File: config.mk
export PLATFORM = sky130hd
export DESIGN_NAME = serial_frame_receiver
export DESIGN_NICKNAME = d
export VERILOG_FILES = /design/src/rtl/serial_frame_pkg.sv /design/src/rtl/sfr_shift_reg.sv /design/src/rtl/serial_frame_receiver.sv
export SDC_FILE = /design/constraint.sdc
export NUM_CORES = 1
export LEC_CHECK = 0
export CAP_MARGIN = 40
export CORE_MARGIN = 1.5
export CORE_UTILIZATION = 50
export CTS_CLUSTER_DIAMETER = 80
export DETAILED_ROUTE_END_ITERATION = 7
export HOLD_SLACK_MARGIN = 0.12
export MAX_ROUTING_LAYER = met4
export PLACE_DENSITY_LB_ADDON = 0.15
export SYNTH_ARGS = -nofsm -noshare
export SYNTH_HDL_FRONTEND = slang
export SYNTH_SLANG_ARGS = --single-unit
File: constraint.sdc
create_clock -name clk -period 2 [get_ports clk]
set_input_delay 0.3 -clock clk [delete_from_list [all_inputs] [get_ports clk]]
set_output_delay 0.3 -clock clk [all_outputs]
set_load 0.005 [all_outputs]
File: src/rtl/serial_frame_pkg.sv
// Shared types for the serial frame receiver.
//   state_t   : receiver FSM states (IDLE, DATA, PARITY)
//   START_BIT : line level that opens a frame (the line idles low)
package serial_frame_pkg;

    typedef enum logic [1:0] {
        IDLE   = 2'd0,
        DATA   = 2'd1,
        PARITY = 2'd2
    } state_t;

    localparam logic START_BIT = 1'b1;

endpackage

File: src/rtl/sfr_shift_reg.sv
// WIDTH-bit LSB-first shift register with a running XOR of every bit shifted in.
// Ports:
//   clk, rst_n : clock, asynchronous active-low reset
//   clear      : zero the word and parity (takes priority over shift_en)
//   shift_en   : shift d in on this edge
//   d          : serial bit
//   word       : assembled word; after WIDTH shifts the first bit sits at bit 0
//   parity     : XOR of all bits shifted in since the last clear
module sfr_shift_reg #(
    parameter int WIDTH = 8
) (
    input  logic             clk,
    input  logic             rst_n,
    input  logic             clear,
    input  logic             shift_en,
    input  logic             d,
    output logic [WIDTH-1:0] word,
    output logic             parity
);

    // New bits enter at the MSB and move down, so the first bit received
    // lands in bit 0 once the whole word is in.
    always_ff @(posedge clk or negedge rst_n) begin
        if (!rst_n) begin
            word   <= '0;
            parity <= 1'b0;
        end else if (clear) begin
            word   <= '0;
            parity <= 1'b0;
        end else if (shift_en) begin
            word   <= {d, word[WIDTH-1:1]};
            parity <= parity ^ d;
        end
    end

endmodule

File: src/rtl/serial_frame_receiver.sv
// Single-wire serial frame receiver: start bit, WIDTH data bits LSB-first,
// optional even-parity bit, delivered through a one-entry valid/ready buffer.
// Ports:
//   clk, rst_n  : clock, asynchronous active-low reset
//   d           : serial input, one bit per clk
//   data_out    : received word, stable while valid=1
//   valid       : data_out holds an unconsumed word
//   ready       : consumer accepts (handshake = valid & ready)
//   parity_err  : parity mismatch for the word in data_out
//   overrun     : sticky, a completed frame was dropped because the buffer was full
//   busy        : receiver is inside a frame
module serial_frame_receiver
    import serial_frame_pkg::*;
#(
    parameter int WIDTH     = 8,
    parameter int PARITY_EN = 1
) (
    input  logic             clk,
    input  logic             rst_n,
    input  logic             d,
    output logic [WIDTH-1:0] data_out,
    output logic             valid,
    input  logic             ready,
    output logic             parity_err,
    output logic             overrun,
    output logic             busy
);

    localparam int CNT_W = $clog2(WIDTH) + 1;

    state_t             state;
    logic [CNT_W-1:0]   bit_cnt;
    logic [WIDTH-1:0]   sr_word;
    logic               sr_parity;
    logic               last_data;
    logic               commit;
    logic               accept;
    logic               handshake;
    logic [WIDTH-1:0]   commit_word;
    logic               commit_err;

    sfr_shift_reg #(.WIDTH(WIDTH)) u_shift (
        .clk      (clk),
        .rst_n    (rst_n),
        .clear    (state == IDLE),
        .shift_en (state == DATA),
        .d        (d),
        .word     (sr_word),
        .parity   (sr_parity)
    );

    assign last_data = (state == DATA) && (bit_cnt == CNT_W'(WIDTH - 1));
    assign commit    = (state == PARITY) || (last_data && (PARITY_EN == 0));
    assign handshake = valid && ready;
    // The buffer can take the new word if it is empty or drains on this edge.
    assign accept    = !valid || ready;

    // Without parity the commit happens on the edge that samples the last
    // data bit, so that bit is folded in here rather than read back later.
    assign commit_word = (state == PARITY) ? sr_word : {d, sr_word[WIDTH-1:1]};
    assign commit_err  = (state == PARITY) && (sr_parity ^ d);

    assign busy = (state != IDLE);

    always_ff @(posedge clk or negedge rst_n) begin
        if (!rst_n) begin
            state      <= IDLE;
            bit_cnt    <= '0;
            data_out   <= '0;
            valid      <= 1'b0;
            parity_err <= 1'b0;
            overrun    <= 1'b0;
        end else begin
            case (state)
                IDLE: begin
                    if (d == START_BIT) begin
                        state   <= DATA;
                        bit_cnt <= '0;
                    end
                end
                DATA: begin
                    bit_cnt <= bit_cnt + CNT_W'(1);
                    if (last_data)
                        state <= (PARITY_EN != 0) ? PARITY : IDLE;
                end
                PARITY:  state <= IDLE;
                default: state <= IDLE;
            endcase

            // Clear first so that a drop on the same edge leaves overrun set.
            if (handshake)
                overrun <= 1'b0;

            if (commit) begin
                if (accept) begin
                    data_out   <= commit_word;
                    valid      <= 1'b1;
                    parity_err <= commit_err;
                end else begin
                    overrun <= 1'b1;
                end
            end else if (handshake) begin
                valid <= 1'b0;
            end
        end
    end

endmodule

==> flow_summary.rst <==
.. list-table::
   :header-rows: 1

   * - Metric
     - Value
   * - Status
     - complete, no violations
   * - Largest net degree at the start of global routing
     - 27
   * - Antenna Cells
     - 0
   * - Core box area
     - 1960 µm²
   * - Number of sinks handled by clock tree synthesis
     - 26
   * - Final cycle utilization of the critical path
     - 0.940
   * - Initial cell density of the core
     - 0.526
   * - Cell area after layout
     - 1280 µm²
   * - Met1 Routed Length
     - 837 µm
   * - Number of max-cap violations
     - 0
   * - Min Hold Slack
     - 336 ps
   * - Share of post-route cells with drive strength above 1
     - 0.211
   * - Mapped Avg Cell Area
     - 13.6 µm²
   * - Detailed Route WL
     - 1600 µm
   * - Post-cts sizing count
     - 0
   * - Top metal layer carrying routed signals
     - met4
   * - Worst-path cell chain
     - or2_2, clkdlybuf4s50_1
   * - Post-CTS setup buffer count
     - 0
   * - Post-Synthesis Cells
     - 76
   * - CTS H-tree lvls
     - 1
   * - Non-filler cells, final
     - 122
   * - Via density
     - 5.19
   * - Worst IR drop on VDD
     - 0.000815 V
   * - Placement row count
     - 16
   * - Shortest clock period the worst path allows after layout
     - 1880 ps
   * - Worst endpoint data arrival time
     - 1580 ps
   * - Setup_tns
     - 0 ps
   * - YS warnings
     - 0
   * - TritonCTS Buffers
     - 3
   * - Sequential cell area fraction in the yosys report
     - 0.630
   * - Via count of the first global-routing pass
     - 651
   * - Total number of vias
     - 633
   * - Slew at the pin closest to its max-slew limit
     - 364 ps
   * - CTS tree
     - yes
   * - Endpoint type of the worst setup path
     - primary output
   * - Library cells used by synthesis
     - 21
   * - Global-route wire length before repair
     - 3020 µm
   * - Gr usage total
     - 0.167
   * - Count of nets after finishing
     - 101
   * - DRC viols
     - 0
   * - Average wire length per cell after detail routing
     - 13.1 µm
   * - Count of final hold-check violations
     - 0
   * - Classification of the worst-slack hold path
     - input port to async pin
   * - Area after DPL
     - 1220 µm²
   * - Max-slew violation count
     - 0
   * - Critical path start-end classification
     - register to primary output
   * - Skew-Pair Late Insertion Delay
     - 310 ps
   * - Highest Clock Rate
     - 532 MHz
   * - Setup Skew
     - 6.77 ps
   * - RSZ-0062 raised after global routing
     - false
   * - Start of the worst register-to-register path
     - state[1]
   * - Grt ovf
     - 0
   * - Max Root-Sink Buffers
     - 2
   * - Number of detailed-routing iterations run before antenna repair
     - 4
   * - Critical path launch point
     - state[0]
   * - Number of nets with antenna violations after detailed routing
     - 0
   * - Wire length on met2
     - 687 µm
   * - Number of antenna violations at the first check in global routing
     - 0
   * - Power per cell area
     - 1470 nW/µm²
   * - Fillers
     - 161
   * - Synth Cell Area
     - 1030 µm²
   * - DP Cell Count
     - 118
   * - Slowest Stage Delay on Critical Path
     - 500 ps
   * - Top-level port count
     - 16
   * - Crit path max fanout
     - 9
   * - Die height
     - 48.4 µm
   * - CP startpoint kind
     - register
   * - #FFs+latches synth
     - 26
   * - DIE WIDTH
     - 48.4 µm
   * - Count of input and output buffers
     - 15
   * - Crit-path slowest cell
     - sky130_fd_sc_hd__dfrtp_2
   * - Worst EP required
     - 1700 ps
   * - Max transition margin
     - 0.757
   * - Detailed-placement wirelength estimate
     - 1100 µm
   * - Number of hold buffers added after CTS
     - 0
   * - Layout overhead on the synthesized area
     - 23.9%
   * - Global placer's final weighted congestion
     - 0.799
   * - Setup-failing EPs final
     - 0
   * - Post-CTS clock slew at the launch and capture registers of the worst setup and hold paths
     - 140 ps
   * - Post-synthesis net count
     - 81
   * - Initial DRC count
     - 6
   * - Leakage power figure
     - 0.588 nW
   * - Die area
     - 2350 µm²
   * - Routed wire length on met3
     - 60 µm
   * - Root cell of the clock tree
     - sky130_fd_sc_hd__clkbuf_4
-- stage by stage --
stage | util | setup WS, ps | power [W]
finish | 0.652 | 119 | 0.00188
detailed placement | 0.624 | 417 | 0.00154
floorplan | - | 812 | 0.00126
global route | 0.652 | 40.1 | 0.00203
global placement | 0.624 | 428 | 0.00152
CTS | 0.651 | 74.1 | 0.00189
-- layer usage --
metal  vias to the layer above  global-route usage
met4                         0              0.0429
met1                       302               0.251
met5                         -                   -
li1                        314                   -
met3                         2              0.0309
met2                        15               0.236
-- cell usage in the layout (no fill, tap or decap), types with 2 or more instances in the layout --
| cell | synthesis | routed |
|---|---|---|
| sky130_fd_sc_hd__a21oi_1 | 4 | 4 |
| sky130_fd_sc_hd__a22o_1 | 11 | 11 |
| sky130_fd_sc_hd__buf_4 | 0 | 3 |
| sky130_fd_sc_hd__clkbuf_4 | 0 | 3 |
| sky130_fd_sc_hd__clkdlybuf4s50_1 | 0 | 15 |
| sky130_fd_sc_hd__dfrtp_1 | 26 | 25 |
| sky130_fd_sc_hd__mux2_2 | 9 | 9 |
| sky130_fd_sc_hd__nand2_1 | 3 | 3 |
| sky130_fd_sc_hd__nand2b_1 | 5 | 5 |
| sky130_fd_sc_hd__nand3_1 | 2 | 2 |
| sky130_fd_sc_hd__nor2_1 | 2 | 2 |
| sky130_fd_sc_hd__o21ai_0 | 2 | 2 |
-- power breakdown --
group | internal (W) | switching, W
sequential | 0.000735 | 0.000163
clock | 0.000202 | 0.000153
combinational | 0.000392 | 0.000235
total | 0.00133 | 0.000551
-- cell type report --
class                           count  area (µm²)  share of cell area
Clock buffer                        3        22.5              0.0176
Clock inverter                      1        30.0              0.0235
Multi-Input combinational cell     47         368               0.288
Sequential cell                    26         652               0.510
Tap cell                           27        33.8              0.0264
Timing Repair Buffer               18         173               0.135
-- sequential cells by signal (all words and copies together), names as in the netlist --
name / flops
overrun: 1
parity_err: 1
valid: 1
u_shift.parity: 1
state: 2
u_shift.word: 8
data_out: 8
bit_cnt: 4
-- worst max-delay path, delay by kind of cell (launching register included) --
kind / cells / cell delay, ps
AND/OR/NAND/NOR: 1 / 310
flip-flops: 1 / 500
buffers and inverters: 1 / 460
-- synth_stat cells --
cell / instances / share of area
sky130_fd_sc_hd__nand2_1: 3 / 0.011
sky130_fd_sc_hd__o311ai_0: 1 / 0.0085
sky130_fd_sc_hd__o21ai_0: 2 / 0.0097
sky130_fd_sc_hd__or2_2: 1 / 0.0061
sky130_fd_sc_hd__o21bai_1: 1 / 0.0073
sky130_fd_sc_hd__nor2b_1: 1 / 0.0061
sky130_fd_sc_hd__ha_1: 1 / 0.012
sky130_fd_sc_hd__mux2_2: 9 / 0.098
sky130_fd_sc_hd__nor2b_4: 1 / 0.013
sky130_fd_sc_hd__nor2_1: 2 / 0.0073
sky130_fd_sc_hd__a22o_1: 11 / 0.093
sky130_fd_sc_hd__dfrtp_1: 26 / 0.63
sky130_fd_sc_hd__nand2b_1: 5 / 0.030
sky130_fd_sc_hd__a41oi_1: 1 / 0.0085
sky130_fd_sc_hd__nand3_1: 2 / 0.0097
sky130_fd_sc_hd__clkbuf_1: 1 / 0.0036
sky130_fd_sc_hd__nand2_4: 1 / 0.011
sky130_fd_sc_hd__clkbuf_2: 1 / 0.0048
sky130_fd_sc_hd__buf_2: 1 / 0.0048
sky130_fd_sc_hd__a21oi_1: 4 / 0.019
sky130_fd_sc_hd__nor3_1: 1 / 0.0048
-- cells by family (layout without fill, tap and decap cells) --
logic type	after synthesis	in the layout	synth area share
flops	26	26	0.630
compound gates	20	20	0.147
simple gates	17	17	0.0994
mux	9	9	0.0982
buf+inv	3	22	0.0133
fa+ha+maj	1	1	0.0121
-- path summary, 6_finish.rpt --
path,endpoint,slack (ps),cells past startpoint
max,busy,120,2
min,u_shift.word[5],340,2
max reg2reg,data_out[3],710,4
min reg2reg,overrun,510,1
max in group asynchronous,state[0],1410,2
min in group clk,overrun,510,1
Power figures use the tool's default switching activity.
